**config.mk**
```make
export PLATFORM = sky130hd
export DESIGN_NAME = pipe_adder_flat
export DESIGN_NICKNAME = d
export VERILOG_FILES = /design/src/rtl/pipe_adder_if.sv /design/src/rtl/pipe_adder.sv /design/src/flat_wrapper.sv
export SDC_FILE = /design/constraint.sdc
export NUM_CORES = 1
export LEC_CHECK = 0
export CORE_ASPECT_RATIO = 0.6
export CORE_MARGIN = 3
export CORE_UTILIZATION = 40
export CTS_BUF_LIST = sky130_fd_sc_hd__clkbuf_2 sky130_fd_sc_hd__clkbuf_4 sky130_fd_sc_hd__clkbuf_8
export DETAILED_ROUTE_END_ITERATION = 7
export SYNTH_ARGS = -nofsm -noshare
export SYNTH_HDL_FRONTEND = slang
export SYNTH_SLANG_ARGS = --single-unit
```
**constraint.sdc**
```tcl
create_clock -name clk -period 4.5 [get_ports clk]
set_clock_uncertainty 0.2 [all_clocks]
set_input_delay 1.35 -clock clk [delete_from_list [all_inputs] [get_ports clk]]
set_output_delay 1.35 -clock clk [all_outputs]
set_load 0.1 [all_outputs]
```
**src/rtl/pipe_adder_if.sv**
```systemverilog
// Valid/ready operand and result channel of pipe_adder.
// The slave modport is the adder; the master modport is the producer/consumer side.
interface pipe_adder_if #(
    parameter int WIDTH = 32
);
    logic             in_valid;
    logic             in_ready;
    logic [WIDTH-1:0] a;
    logic [WIDTH-1:0] b;
    logic             cin;
    logic             sub;
    logic             out_valid;
    logic             out_ready;
    logic [WIDTH-1:0] sum;
    logic             cout;

    modport slave (
        input  in_valid, a, b, cin, sub, out_ready,
        output in_ready, out_valid, sum, cout
    );

    modport master (
        output in_valid, a, b, cin, sub, out_ready,
        input  in_ready, out_valid, sum, cout
    );
endinterface

```
**src/rtl/pipe_adder.sv**
```systemverilog
// Segment-pipelined adder: one SEG-bit slice per stage, carry registered between stages.
// Optional subtract support is built when PIPE_ADDER_SUB_EN is defined.
module pipe_adder #(
    parameter int WIDTH = 32,
    parameter int SEG   = 8
) (
    input logic        clk,
    input logic        rst_n,
    pipe_adder_if.slave bus
);
    localparam int N = WIDTH / SEG;

    if (SEG < 1 || WIDTH < SEG || (WIDTH % SEG) != 0) begin : g_bad_geometry
        $error("pipe_adder: WIDTH must be a non-zero integer multiple of SEG");
    end

    logic adv;

    // Per-stage state; opa/opb carry the not-yet-added upper segments forward.
    logic [N-1:0]     vld;
    logic [N-1:0]     cry;
    logic [WIDTH-1:0] res [N];
    logic [WIDTH-1:0] opa [N];
    logic [WIDTH-1:0] opb [N];

    logic [N-1:0]     src_v;
    logic [N-1:0]     src_c;
    logic [WIDTH-1:0] src_a   [N];
    logic [WIDTH-1:0] src_b   [N];
    logic [WIDTH-1:0] src_res [N];
    logic [WIDTH-1:0] nxt_res [N];
    logic [SEG-1:0]   b_eff   [N];
    logic [SEG:0]     seg_add [N];

`ifdef PIPE_ADDER_SUB_EN
    logic [N-1:0] sb;
    logic [N-1:0] src_s;
`endif

    assign adv          = !bus.out_valid || bus.out_ready;
    assign bus.in_ready = adv;
    assign bus.out_valid = vld[N-1];
    assign bus.sum       = res[N-1];
    assign bus.cout      = cry[N-1];

    always_comb begin
        // NOTE: every always_comb output gets a value on every path first, so no latch is inferred.
        src_v[0]   = bus.in_valid;
        src_a[0]   = bus.a;
        src_b[0]   = bus.b;
        src_c[0]   = bus.cin;
        src_res[0] = '0;
`ifdef PIPE_ADDER_SUB_EN
        src_s[0] = bus.sub;
        if (bus.sub) begin
            src_c[0] = 1'b1;
        end
`endif
        for (int k = 1; k < N; k++) begin
            src_v[k]   = vld[k-1];
            src_a[k]   = opa[k-1];
            src_b[k]   = opb[k-1];
            src_c[k]   = cry[k-1];
            src_res[k] = res[k-1];
`ifdef PIPE_ADDER_SUB_EN
            src_s[k] = sb[k-1];
`endif
        end

        // Each stage adds only its own slice; the carry in comes from a register.
        for (int k = 0; k < N; k++) begin
            b_eff[k] = src_b[k][k*SEG +: SEG];
`ifdef PIPE_ADDER_SUB_EN
            if (src_s[k]) begin
                b_eff[k] = ~b_eff[k];
            end
`endif
            seg_add[k] = {1'b0, src_a[k][k*SEG +: SEG]} + {1'b0, b_eff[k]}
                       + {{SEG{1'b0}}, src_c[k]};
            nxt_res[k] = src_res[k];
            nxt_res[k][k*SEG +: SEG] = seg_add[k][SEG-1:0];
        end
    end

    always_ff @(posedge clk) begin
        // NOTE: only the valid bits and the visible result are reset; the inner datapath
        // is qualified by its valid bit and needs no reset.
        if (!rst_n) begin
            vld      <= '0;
            cry[N-1] <= 1'b0;
            res[N-1] <= '0;
        end else if (adv) begin
            for (int k = 0; k < N; k++) begin
                vld[k] <= src_v[k];
                // Data moves only with a real operation, so sum/cout hold across bubbles.
                if (src_v[k]) begin
                    res[k] <= nxt_res[k];
                    cry[k] <= seg_add[k][SEG];
                    if (k < N - 1) begin
                        opa[k] <= src_a[k];
                        opb[k] <= src_b[k];
                    end
`ifdef PIPE_ADDER_SUB_EN
                    sb[k] <= src_s[k];
`endif
                end
            end
        end
    end
endmodule

```
**src/flat_wrapper.sv**
```systemverilog
// flat-port wrapper written by rule: the top's interface ports become plain ports
module pipe_adder_flat 
#(
    parameter int WIDTH = 32,
    parameter int SEG   = 8
)
  (clk, rst_n, bus_in_valid, bus_a, bus_b, bus_cin, bus_sub, bus_out_ready, bus_in_ready, bus_out_valid, bus_sum, bus_cout);
  pipe_adder_if #(.WIDTH(WIDTH)) bus_i ();
  input logic clk;
  input logic rst_n;
  input wire logic [$bits(bus_i.in_valid)-1:0] bus_in_valid;
  input wire logic [$bits(bus_i.a)-1:0] bus_a;
  input wire logic [$bits(bus_i.b)-1:0] bus_b;
  input wire logic [$bits(bus_i.cin)-1:0] bus_cin;
  input wire logic [$bits(bus_i.sub)-1:0] bus_sub;
  input wire logic [$bits(bus_i.out_ready)-1:0] bus_out_ready;
  output wire logic [$bits(bus_i.in_ready)-1:0] bus_in_ready;
  output wire logic [$bits(bus_i.out_valid)-1:0] bus_out_valid;
  output wire logic [$bits(bus_i.sum)-1:0] bus_sum;
  output wire logic [$bits(bus_i.cout)-1:0] bus_cout;
  assign bus_i.in_valid = bus_in_valid;
  assign bus_i.a = bus_a;
  assign bus_i.b = bus_b;
  assign bus_i.cin = bus_cin;
  assign bus_i.sub = bus_sub;
  assign bus_i.out_ready = bus_out_ready;
  assign bus_in_ready = bus_i.in_ready;
  assign bus_out_valid = bus_i.out_valid;
  assign bus_sum = bus_i.sum;
  assign bus_cout = bus_i.cout;
  pipe_adder #(.WIDTH(WIDTH), .SEG(SEG)) u_core (.clk(clk), .rst_n(rst_n), .bus(bus_i));
endmodule
```
Word-level counts from Yosys, hierarchy flattened:

Memory sizes are Yosys's and may differ from the RTL's.
Index checks and enable logic that the tools add are counted.
Widths: inputs -> output; s select.

* register bits after elaboration: 8
* RAM bits: 384
* input port bits: 70
* output and inout bits: 35
* word-level logic and storage cells: 41
* memories: 3

Memories
* u_core.opa: depth 4, bits a word 32, read ports 3, clocked after memory_dff 0, wr ports 3, line pipe_adder.sv:23 `logic [WIDTH-1:0] opa [N];`
* u_core.opb: depth 4, bits a word 32, read ports 3, clocked after memory_dff 0, wr ports 3, line pipe_adder.sv:24 `logic [WIDTH-1:0] opb [N];`
* u_core.res: depth 4, bits a word 32, read ports 4, clocked after memory_dff 0, wr ports 4, line pipe_adder.sv:22 `logic [WIDTH-1:0] res [N];`

* add/subtract/negate cells: 8
* mux-type cells: 18
* bitwise gates (word level): 1
* reductions and logical operators: 6

Operator list (count)
* $add 8x8->9: 4
* $add 9x1->9: 4
* $mux 32: 1
* $mux 1: 17
* $reduce_and 3->1: 3
* $reduce_and 2->1: 1
* $logic_not 1->1: 1
* $logic_or 1x1->1: 1
* $or 1x1->1: 1

Depth between registers and ports, before layout:

* depth after elaboration: 6
* gate-level depth with buffers: 8
* mapped depth without buffers: 8

Least setup slack after synthesis:

OpenSTA, ideal clock, no wires.

* kind: input port to flip-flop
* start: input bus_out_ready
* end: memory u_core.opa[0][10] (enable)
* library setup time: 0.420 ns
* data arrival time: 4.116 ns
* required time: 3.880 ns
* path slack: -0.236 ns
* stages on the path: 4
* path buffers: 2
* path through: nand2b_1 > buf_2 > clkbuf_1 > and3_1

RTL lines
* start, declared: line flat_wrapper.sv:16 `input wire logic [$bits(bus_i.out_ready)-1:0] bus_out_ready;`
* end, declared: line pipe_adder.sv:23

Worst setup path in the final report:

* start: input bus_out_ready
* end: output bus_in_ready

* longest elaborated chain between the ends: 1

Ends and longest elaborated chain
* $logic_or 1x1->1: line pipe_adder.sv:40 `assign adv = !bus.out_valid || bus.out_ready;`
* end, declared: line flat_wrapper.sv:17 `output wire logic [$bits(bus_i.in_ready)-1:0] bus_in_ready;`

No other way between the ends.

==> run metrics <==
outcome=complete, no violations; post-route ant nets=0; R2R Setup Slk=2.10 ns; Resized Gates After CTS=0; CTS H-tree depth=4; Post-CTS Setup Bufs=0; drt first pass iters=6; DRC=0; Worst Path Max Fanout=2; vias per inst=4.57; Post-CTS Hold Buffers=0; Slew HR=33.6%; minimum clock period=3.71 ns; top_reg_cell synth=edfxtp_1; antenna cells=0; worst endpoint required time=2.95 ns; largest net degree at the start of global routing=39; count of cell types in the netlist=36; routed via count=3513; Total Power=3.45 mW; CTS root buf=clkbuf_8; Hold WC Path Type=reg -> reg; synthesis-to-finish area growth=25.4%; setup total negative slack=0 ns; unrepaired setup endpoints after global routing=no; layout cell share with drive strength beyond 1=8.70%; final hold slack=0.211 ns; DRT Wirelength=10600 µm; Post-Syn Instances=405; CTS sink cnt=184; All-Layer GR Usage=11.7%; die width=178 µm; Initial Utilization=42.3%; CTS tree=done; Util after Layout=53.0%; pins over their slew limit=0; first-pass GRT wire length=17100 µm; fmax=0.270 GHz; drt wl/cell=13.9 µm; post-place setup slack=0.779 ns; HPWL Detailed=7720 µm; Seq/Total Area, Yosys=77.3%; DRT iter0 DRCs=174; number of global-route vias before repair=3493; Vert. Die Dim=109 µm; crit end category=output pin; fin crit share=82.4%; syn_nets=511; row count=36; Fin. Hold Viols=0; clock-pin slew on the worst setup and hold paths=0.09 ns; # setup viols final=0; Post-synth ARST share=0%; Clock Path Buffers=2; CP Launch Type=primary input; clock buffers created by TritonCTS=17; core area=16800 µm²; gpl congestion=0.766; Worst Path Class, Setup=in -> out; initial antenna violation count=0; Port Buffers=103; full die area=19400 µm²; P_leak=3.16 nW; # IOs=105; Final #Nets=633; Avg Inst Size Synth=17.5 µm²; Max VDD drop=188 µV; Crit path arrival time=2.16 ns; Seq cells post-synth=184; number of synthesized flops with an enable pin=179; Clock Latency Late Sink=0.44 ns; PnR worst setup slack=0.792 ns; max-cap violation count=0; Cell Pwr Density=389 nW/µm²; gr ovfl total=0; worst slew pin tran=0.994 ns; Cell Area, Synth=7080 µm²; Synthesis Warnings=0
state kept, by name (all words and copies together) (netlist names):
name        flops
u_core.opb     48
u_core.vld      4
u_core.opa     48
u_core.res     80
u_core.cry      4
critical path, stage by stage:
cell	delay [ns]
clkdlybuf4s50_1	0.45
nand2b_1	0.17
buf_12	0.19
per-layer routing:
layer  wire (µm)  track usage (%)  vias to the layer above
met4         106             4.54                        0
met1        4930             15.3                     1663
met3         479             3.38                       12
met5           0                0                        -
li1            -                -                     1763
met2        5130             18.8                       75
cell usage in the layout, fill, tap and decap left out, types with 4 or more instances in the layout:
cell type	n
xnor2_1	11
edfxtp_1	179
nor2b_1	8
a211oi_1	4
o21ai_1	4
o21ai_0	7
or2_2	4
and3_1	5
nor2_1	13
ha_1	28
inv_1	19
clkdlybuf4s50_1	102
dfxtp_1	5
nor3_1	9
clkbuf_8	17
fa_1	8
xor2_1	10
and2_1	27
nand2_1	8
nand3_1	6
a21oi_1	13
buf_12	4
nand2b_1	4
power breakdown:
group	internal, mW	switching [mW]
Clock	0.561	0.573
Combinational	0.136	0.212
Sequential	1.95	0.0169
Total	2.65	0.802
cell type report:
type                            count  area (µm²)
Clock buffer                       18         241
Inverter                           19        71.3
Tap cell                          228         285
Fill cell                        1388        7880
Timing Repair Buffer              109        1120
Sequential cell                   184        5480
Clock inverter                     14         170
Multi-Input combinational cell    196        1510
synth_stat cells, drive strengths merged (3+ instances only):
master	instances	area share, %
o21ai	11	0.78
nand2b	4	0.35
clkbuf	4	0.25
or2	4	0.35
nor2	13	0.69
o21bai	3	0.32
and2	27	2.4
nand3	6	0.42
inv	19	1.0
xor2	10	1.2
fa	8	2.3
a31oi	3	0.26
a211oi	4	0.42
dfxtp	5	1.4
edfxtp	179	76
nor3	9	0.64
a21oi	15	1.2
and3	8	0.71
nor2b	8	0.71
ha	28	4.9
nand2	8	0.42
xnor2	11	1.4
path summary, 6_finish.rpt:
check                                   start                     endpoint  cells after the start
hold reg to reg   u_core.opa[0][61]$_DFFE_PP_  u_core.opa[0][93]$_DFFE_PP_                      0
setup / recovery                bus_out_ready                 bus_in_ready                      3
hold / removal    u_core.opa[0][61]$_DFFE_PP_  u_core.opa[0][93]$_DFFE_PP_                      0
setup reg to reg  u_core.opb[0][88]$_DFFE_PP_   u_core.cry[3]$_SDFFE_PN0P_                      8
metrics by stage:
stage	instances	area [µm²]
2_1_floorplan	405	7090
3_3_place_gp	736	8470
3_5_place_dp	736	8470
4_1_cts	768	8880
5_1_grt	768	8880
6_report	768	8880
kinds of logic after synthesis:
kind of cell | share of synthesized area (%)
buffers and inverters | 1.40
AND/OR/NAND/NOR | 7.07
AO/OA/AOI/OAI | 4.15
multiplexers | 0.283
flip-flops | 77.3
XOR/XNOR | 2.60
adder cells (fa/ha/maj) | 7.21
(Power assumes the default switching activity.)
